### src/rtl/branch_redirect_ctrl_if.sv
// Execute-stage branch-resolution bundle between the pipeline and
// branch_redirect_ctrl. The pipeline side is the master and the controller
// is the slave.
`timescale 1ns/1ps

interface branch_redirect_ctrl_if #(
  parameter int BUS_WIDTH = 32,
  parameter int CNT_WIDTH = 16
);
  logic                 ex_valid;
  logic [2:0]           br_type;
  logic                 br_taken;
  logic [BUS_WIDTH-1:0] br_target;
  logic                 mem_busy;
  logic                 pc_sel;
  logic [BUS_WIDTH-1:0] pc_target;
  logic                 flush_ex;
  logic                 stall;
  logic [CNT_WIDTH-1:0] br_cnt;
  logic [CNT_WIDTH-1:0] taken_cnt;

  modport master (
    output ex_valid, br_type, br_taken, br_target, mem_busy,
    input  pc_sel, pc_target, flush_ex, stall, br_cnt, taken_cnt
  );

  modport slave (
    input  ex_valid, br_type, br_taken, br_target, mem_busy,
    output pc_sel, pc_target, flush_ex, stall, br_cnt, taken_cnt
  );
endinterface

### src/rtl/branch_redirect_ctrl.sv
// branch_redirect_ctrl: turns a resolved taken branch in execute into a
// one-cycle-late PC redirect with two flushed slots, deferring the redirect
// while the memory/UART stage holds the pipeline.
// Optional feature: define BR_STATS_EN to build saturating counters of
// conditional branches and taken branches; otherwise the count ports are 0.
`timescale 1ns/1ps

module branch_redirect_ctrl #(
  parameter int BUS_WIDTH = 32,
  parameter int CNT_WIDTH = 16
) (
  input  logic                   clk,
  input  logic                   rst_n,
  branch_redirect_ctrl_if.slave  bus
);

  typedef enum logic [1:0] {
    RUN      = 2'd0,
    REDIRECT = 2'd1,
    WAIT_MEM = 2'd2
  } state_t;

  localparam logic [2:0] BR_NO_JUMP = 3'd2;
  localparam logic [2:0] BR_JUMP    = 3'd3;

  state_t               state_q;
  state_t               state_d;
  logic                 take;
  logic                 latch_target;
  logic                 pc_sel_c;
  logic                 flush_ex_c;
  logic [BUS_WIDTH-1:0] pc_target_q;

  // A taken branch only matters in RUN; in the other states execute holds a
  // flushed bubble or is frozen behind the memory hold.
  assign take = bus.ex_valid & bus.br_taken;

  // State register.
  // NOTE: reset is asynchronous active-low, so rst_n sits in the sensitivity
  // list and every flop is cleared the moment it falls, without a clock.
  always_ff @(posedge clk or negedge rst_n) begin
    if (!rst_n) begin
      state_q <= RUN;
    end else begin
      // NOTE: sequential state uses non-blocking (<=) so every flop samples
      // the pre-edge values; blocking (=) here would create ordering races.
      state_q <= state_d;
    end
  end

  // Next-state and redirect/flush decode.
  always_comb begin
    // NOTE: every output of this block gets a default first so no path
    // through the case leaves a signal unassigned and infers a latch.
    state_d      = state_q;
    pc_sel_c     = 1'b0;
    flush_ex_c   = 1'b0;
    latch_target = 1'b0;
    unique case (state_q)
      RUN: begin
        if (take) begin
          latch_target = 1'b1;
          if (!bus.mem_busy) begin
            flush_ex_c = 1'b1;
            state_d    = REDIRECT;
          end else begin
            state_d    = WAIT_MEM;
          end
        end
      end
      REDIRECT: begin
        if (!bus.mem_busy) begin
          pc_sel_c   = 1'b1;
          flush_ex_c = 1'b1;
          state_d    = RUN;
        end else begin
          state_d    = WAIT_MEM;
        end
      end
      WAIT_MEM: begin
        if (!bus.mem_busy) begin
          state_d = REDIRECT;
        end
      end
      default: begin
        state_d = RUN;
      end
    endcase
  end

  // Redirect target: captured only when a branch is accepted in RUN, so a
  // pending redirect can never be overwritten by a later branch.
  always_ff @(posedge clk or negedge rst_n) begin
    if (!rst_n) begin
      pc_target_q <= '0;
    end else if (latch_target) begin
      pc_target_q <= bus.br_target;
    end
  end

  // While rst_n is low the decode still sees state RUN and could flag a take,
  // so the control outputs are gated to stay quiet throughout reset.
  assign bus.pc_sel    = pc_sel_c & rst_n;
  assign bus.flush_ex  = flush_ex_c & rst_n;
  assign bus.stall     = bus.mem_busy;
  assign bus.pc_target = pc_target_q;

`ifdef BR_STATS_EN
  logic                 cond_br;
  logic [CNT_WIDTH-1:0] br_cnt_q;
  logic [CNT_WIDTH-1:0] taken_cnt_q;

  // A conditional branch counts once, in the RUN cycle where it moves on.
  assign cond_br = (state_q == RUN) & bus.ex_valid & !bus.mem_busy &
                   (bus.br_type != BR_NO_JUMP) & (bus.br_type != BR_JUMP);

  // Saturating branch statistics.
  always_ff @(posedge clk or negedge rst_n) begin
    if (!rst_n) begin
      br_cnt_q    <= '0;
      taken_cnt_q <= '0;
    end else if (cond_br) begin
      if (br_cnt_q != '1) begin
        br_cnt_q <= br_cnt_q + CNT_WIDTH'(1);
      end
      if (bus.br_taken && (taken_cnt_q != '1)) begin
        taken_cnt_q <= taken_cnt_q + CNT_WIDTH'(1);
      end
    end
  end

  assign bus.br_cnt    = br_cnt_q;
  assign bus.taken_cnt = taken_cnt_q;
`else
  // Statistics disabled: the ports stay but carry constant zero, and the
  // branch type has no other consumer.
  logic unused_br_type;
  assign unused_br_type = ^bus.br_type;
  assign bus.br_cnt     = '0;
  assign bus.taken_cnt  = '0;
`endif

endmodule

### src/flat_wrapper.sv
// flat-port wrapper written by rule: the top's interface ports become plain ports
module branch_redirect_ctrl_flat 
#(
  parameter int BUS_WIDTH = 32,
  parameter int CNT_WIDTH = 16
)
  (clk, rst_n, bus_ex_valid, bus_br_type, bus_br_taken, bus_br_target, bus_mem_busy, bus_pc_sel, bus_pc_target, bus_flush_ex, bus_stall, bus_br_cnt, bus_taken_cnt);
  branch_redirect_ctrl_if #(.BUS_WIDTH(BUS_WIDTH), .CNT_WIDTH(CNT_WIDTH)) bus_i ();
  input  logic clk;
  input  logic rst_n;
  input wire logic [$bits(bus_i.ex_valid)-1:0] bus_ex_valid;
  input wire logic [$bits(bus_i.br_type)-1:0] bus_br_type;
  input wire logic [$bits(bus_i.br_taken)-1:0] bus_br_taken;
  input wire logic [$bits(bus_i.br_target)-1:0] bus_br_target;
  input wire logic [$bits(bus_i.mem_busy)-1:0] bus_mem_busy;
  output wire logic [$bits(bus_i.pc_sel)-1:0] bus_pc_sel;
  output wire logic [$bits(bus_i.pc_target)-1:0] bus_pc_target;
  output wire logic [$bits(bus_i.flush_ex)-1:0] bus_flush_ex;
  output wire logic [$bits(bus_i.stall)-1:0] bus_stall;
  output wire logic [$bits(bus_i.br_cnt)-1:0] bus_br_cnt;
  output wire logic [$bits(bus_i.taken_cnt)-1:0] bus_taken_cnt;
  assign bus_i.ex_valid = bus_ex_valid;
  assign bus_i.br_type = bus_br_type;
  assign bus_i.br_taken = bus_br_taken;
  assign bus_i.br_target = bus_br_target;
  assign bus_i.mem_busy = bus_mem_busy;
  assign bus_pc_sel = bus_i.pc_sel;
  assign bus_pc_target = bus_i.pc_target;
  assign bus_flush_ex = bus_i.flush_ex;
  assign bus_stall = bus_i.stall;
  assign bus_br_cnt = bus_i.br_cnt;
  assign bus_taken_cnt = bus_i.taken_cnt;
  branch_redirect_ctrl #(.BUS_WIDTH(BUS_WIDTH), .CNT_WIDTH(CNT_WIDTH)) u_core (.clk(clk), .rst_n(rst_n), .bus(bus_i));
endmodule
### config.mk
export PLATFORM = sky130hd
export DESIGN_NAME = branch_redirect_ctrl_flat
export DESIGN_NICKNAME = d
export VERILOG_FILES = /design/src/rtl/branch_redirect_ctrl_if.sv /design/src/rtl/branch_redirect_ctrl.sv /design/src/flat_wrapper.sv
export SDC_FILE = /design/constraint.sdc
export NUM_CORES = 1
export LEC_CHECK = 0
export CELL_PAD_IN_SITES_DETAIL_PLACEMENT = 1
export CELL_PAD_IN_SITES_GLOBAL_PLACEMENT = 1
export CORE_MARGIN = 4
export CORE_UTILIZATION = 30
export DETAILED_ROUTE_END_ITERATION = 7
export PLACE_DENSITY = 0.86
export SETUP_SLACK_MARGIN = 0.15
export SYNTH_ARGS = -nofsm -noshare
export SYNTH_HDL_FRONTEND = slang
export SYNTH_SLANG_ARGS = --single-unit
### constraint.sdc
create_clock -name clk -period 4.24 [get_ports clk]
set_input_delay 0.424 -clock clk [delete_from_list [all_inputs] [get_ports clk]]
set_output_delay 0.424 -clock clk [all_outputs]
set_load 0.005 [all_outputs]
==> flow_summary.ini <==
[detailed_routing]
num_vias = 1045
viasPerCell = 4.00
drt-total-wl_mm = 3.78
drtPass1Iterations = 4
drtAntennaViolNets = 0
drt-initial-drc-count = 29
wl_per_cell_um = 14.5
drc = 0

[sta]
rsz0062_at_grt = no
slew_violations = 0
period_minus_slack_ps = 2300
skew_ps = 6.66
hold_viol_final = 0
period_share_pct = 54.2
setup_violations = 0
fin_tns_setup_ps = 0
fmax_mhz = 435

[placement]
dpl-instance-area_sq_um = 2340
dp_hpwl_mm = 2.78
port_buffers = 71
gp_congestion = 0.652

[grt]
grt.total_usage_pct = 11.1
grt_max_degree = 37
grt_pass1_wl_mm = 6.12
use_met3_pct = 3.57
grt.met1_usage_pct = 14.8
grt_pass1_vias = 1166
grt_antenna_before_repair = 0
gr-max-usage-layer = met2
gr-total-overflow = 0
grtUsageMet2_pct = 17.6

[setup_path]
end_kind = output port
worstPathArrival_ps = 1880
start_kind = primary input
critPathBufInv = 2
crit_path_top_delay_cell = clkdlybuf4s50_1
r2r_cells = 3
critPathTopFamily = buffers and inverters
critPathMaxStageDelay_ps = 560
cp_cell_sequence = clkdlybuf4s50_1, a21oi_1, nor4b_1, clkdlybuf4s50_1
cp.depth = 4
cp_max_fo = 4
r2r_slack_ps = 2540
crit_required_ps = 3820
cp_common_cell = clkdlybuf4s50_1
critPathKind = in2out

[power_and_ir_drop]
switching_share_pct = 24.4
p_seq_share_pct = 42.6
p_sw_w = 0.000260
pwr-share-comb_pct = 34.1
p_leak_nw = 1.09
p_int_w = 0.000804
ir_worst_vdd_v = 0.000121
power_density_nw_per_um2 = 437
clkPwrFrac_pct = 23.3

[cts]
numCtsBuffers = 5
cts_resized = 0
cts-hold-fix-buffers = 0
cts-root-buf = clkbuf_8
clk_pin_slew_worst_paths_ps = 70
clk_path_buf_depth = 2
clk_latency_ps = 280
htreeDepth = 2
post-cts-setup-buffers = 0
cts_tree = yes
cts_sinks = 34

[yosys]
yosysSeqAreaShare_pct = 49.9
synth_area_per_cell_sq_um = 15.1
netlist.area_leader.share_pct = 49.9
synth_cell_type_count = 13
synth-main-ff-cell = dfrtp_1
yosys-top-cells-count = buf_4, dfrtp_1, mux2_4
yosys_warnings = 0
synth-edff-count = 0
yosysTopAreaCell = dfrtp_1
ys_ff_latch = 34
synth_cells = 113
synth_area_leaders = dfrtp_1, mux2_4, buf_4
async_flop_share_pct = 100
synthesis.area_sq_um = 1710

[run_status]
outcome = finished clean

[min_path]
hp-class = in2async

[floorplanning]
num_rows = 27
io_pins = 107
core_area_sq_um = 5510
start_util_pct = 31.0
die_y_um = 83.4
die_area_sq_um = 6960
dieWidth_um = 83.4

[final_layout]
antenna_cells = 0
nNetsFinal = 228
final_layout_size_suffix_gt1_share_pct = 23.8
finalInstanceArea_sq_um = 2430
area_growth_pct = 42.5

[run]
drv_cap = 0
-- registers in the layout, indices dropped and copies added, names as in the netlist --
signal / count
u_core.bus.pc_target: 32
u_core.state_q: 2
-- final timing paths --
path | start | endpoint
max | bus_ex_valid | bus_flush_ex
min | rst_n | u_core.bus.pc_target[10]
max reg2reg | u_core.state_q[1] | u_core.bus.pc_target[17]
min reg2reg | u_core.bus.pc_target[16] | u_core.bus.pc_target[16]
max in group asynchronous | rst_n | u_core.bus.pc_target[4]
min in group clk | u_core.bus.pc_target[16] | u_core.bus.pc_target[16]
-- layout by cell type, fill, tap and decap left out, types with 2 or more instances in the layout --
master           count
a21oi_1              2
buf_4                3
clkbuf_8             6
clkdlybuf4s50_1     70
conb_1              32
dfrtp_1             34
mux2_2               2
mux2_4              30
-- layer usage --
layer  share of wire [%]  wire (um)
met1                  45       1700
met2                  48       1810
met3                 6.3        239
met4                0.74         28
met5                   0          0
-- power by group through the flow --
stage / registers (W) / logic (W) / clock network, W
CTS: 0.000454 / 0.000368 / 0.000262
detailed placement: 0.000457 / 0.000367 / 0
global placement: 0.000453 / 0.000360 / 0
floorplan: 0.000459 / 0.000166 / 0
global route: 0.000466 / 0.000386 / 0.000279
finish: 0.000453 / 0.000363 / 0.000247
-- metrics by stage --
step / util [%] / total power, W / hold slack, ps / instances / setup slack (ps)
3_3_place_gp: 42.5 / 0.000812 / 489 / 253 / 1980
5_1_grt: 44.2 / 0.00113 / 210 / 261 / 1860
3_5_place_dp: 42.5 / 0.000824 / 493 / 253 / 1920
2_1_floorplan: - / 0.000625 / 128 / 144 / 2810
4_1_cts: 44.2 / 0.00108 / 191 / 261 / 1930
6_report: 44.2 / 0.00106 / 182 / 261 / 1940
-- cell type report --
type                            instances  area (sq um)
Fill cell                             583          3070
Sequential cell                        34           851
Timing Repair Buffer                   74           728
Multi-Input combinational cell         73           672
Tap cell                               72          90.1
Clock buffer                            7          86.3
Clock inverter                          1          5.00
-- cell families after synthesis --
| group | Yosys count | share of synthesized area, % |
|---|---|---|
| other cells | 1 | 0.220 |
| buf+inv | 37 | 18.5 |
| compound gates | 3 | 1.17 |
| flops | 34 | 49.9 |
| mux | 32 | 27.7 |
| simple gates | 6 | 2.57 |
No activity file was read; power rests on OpenSTA's default activity.
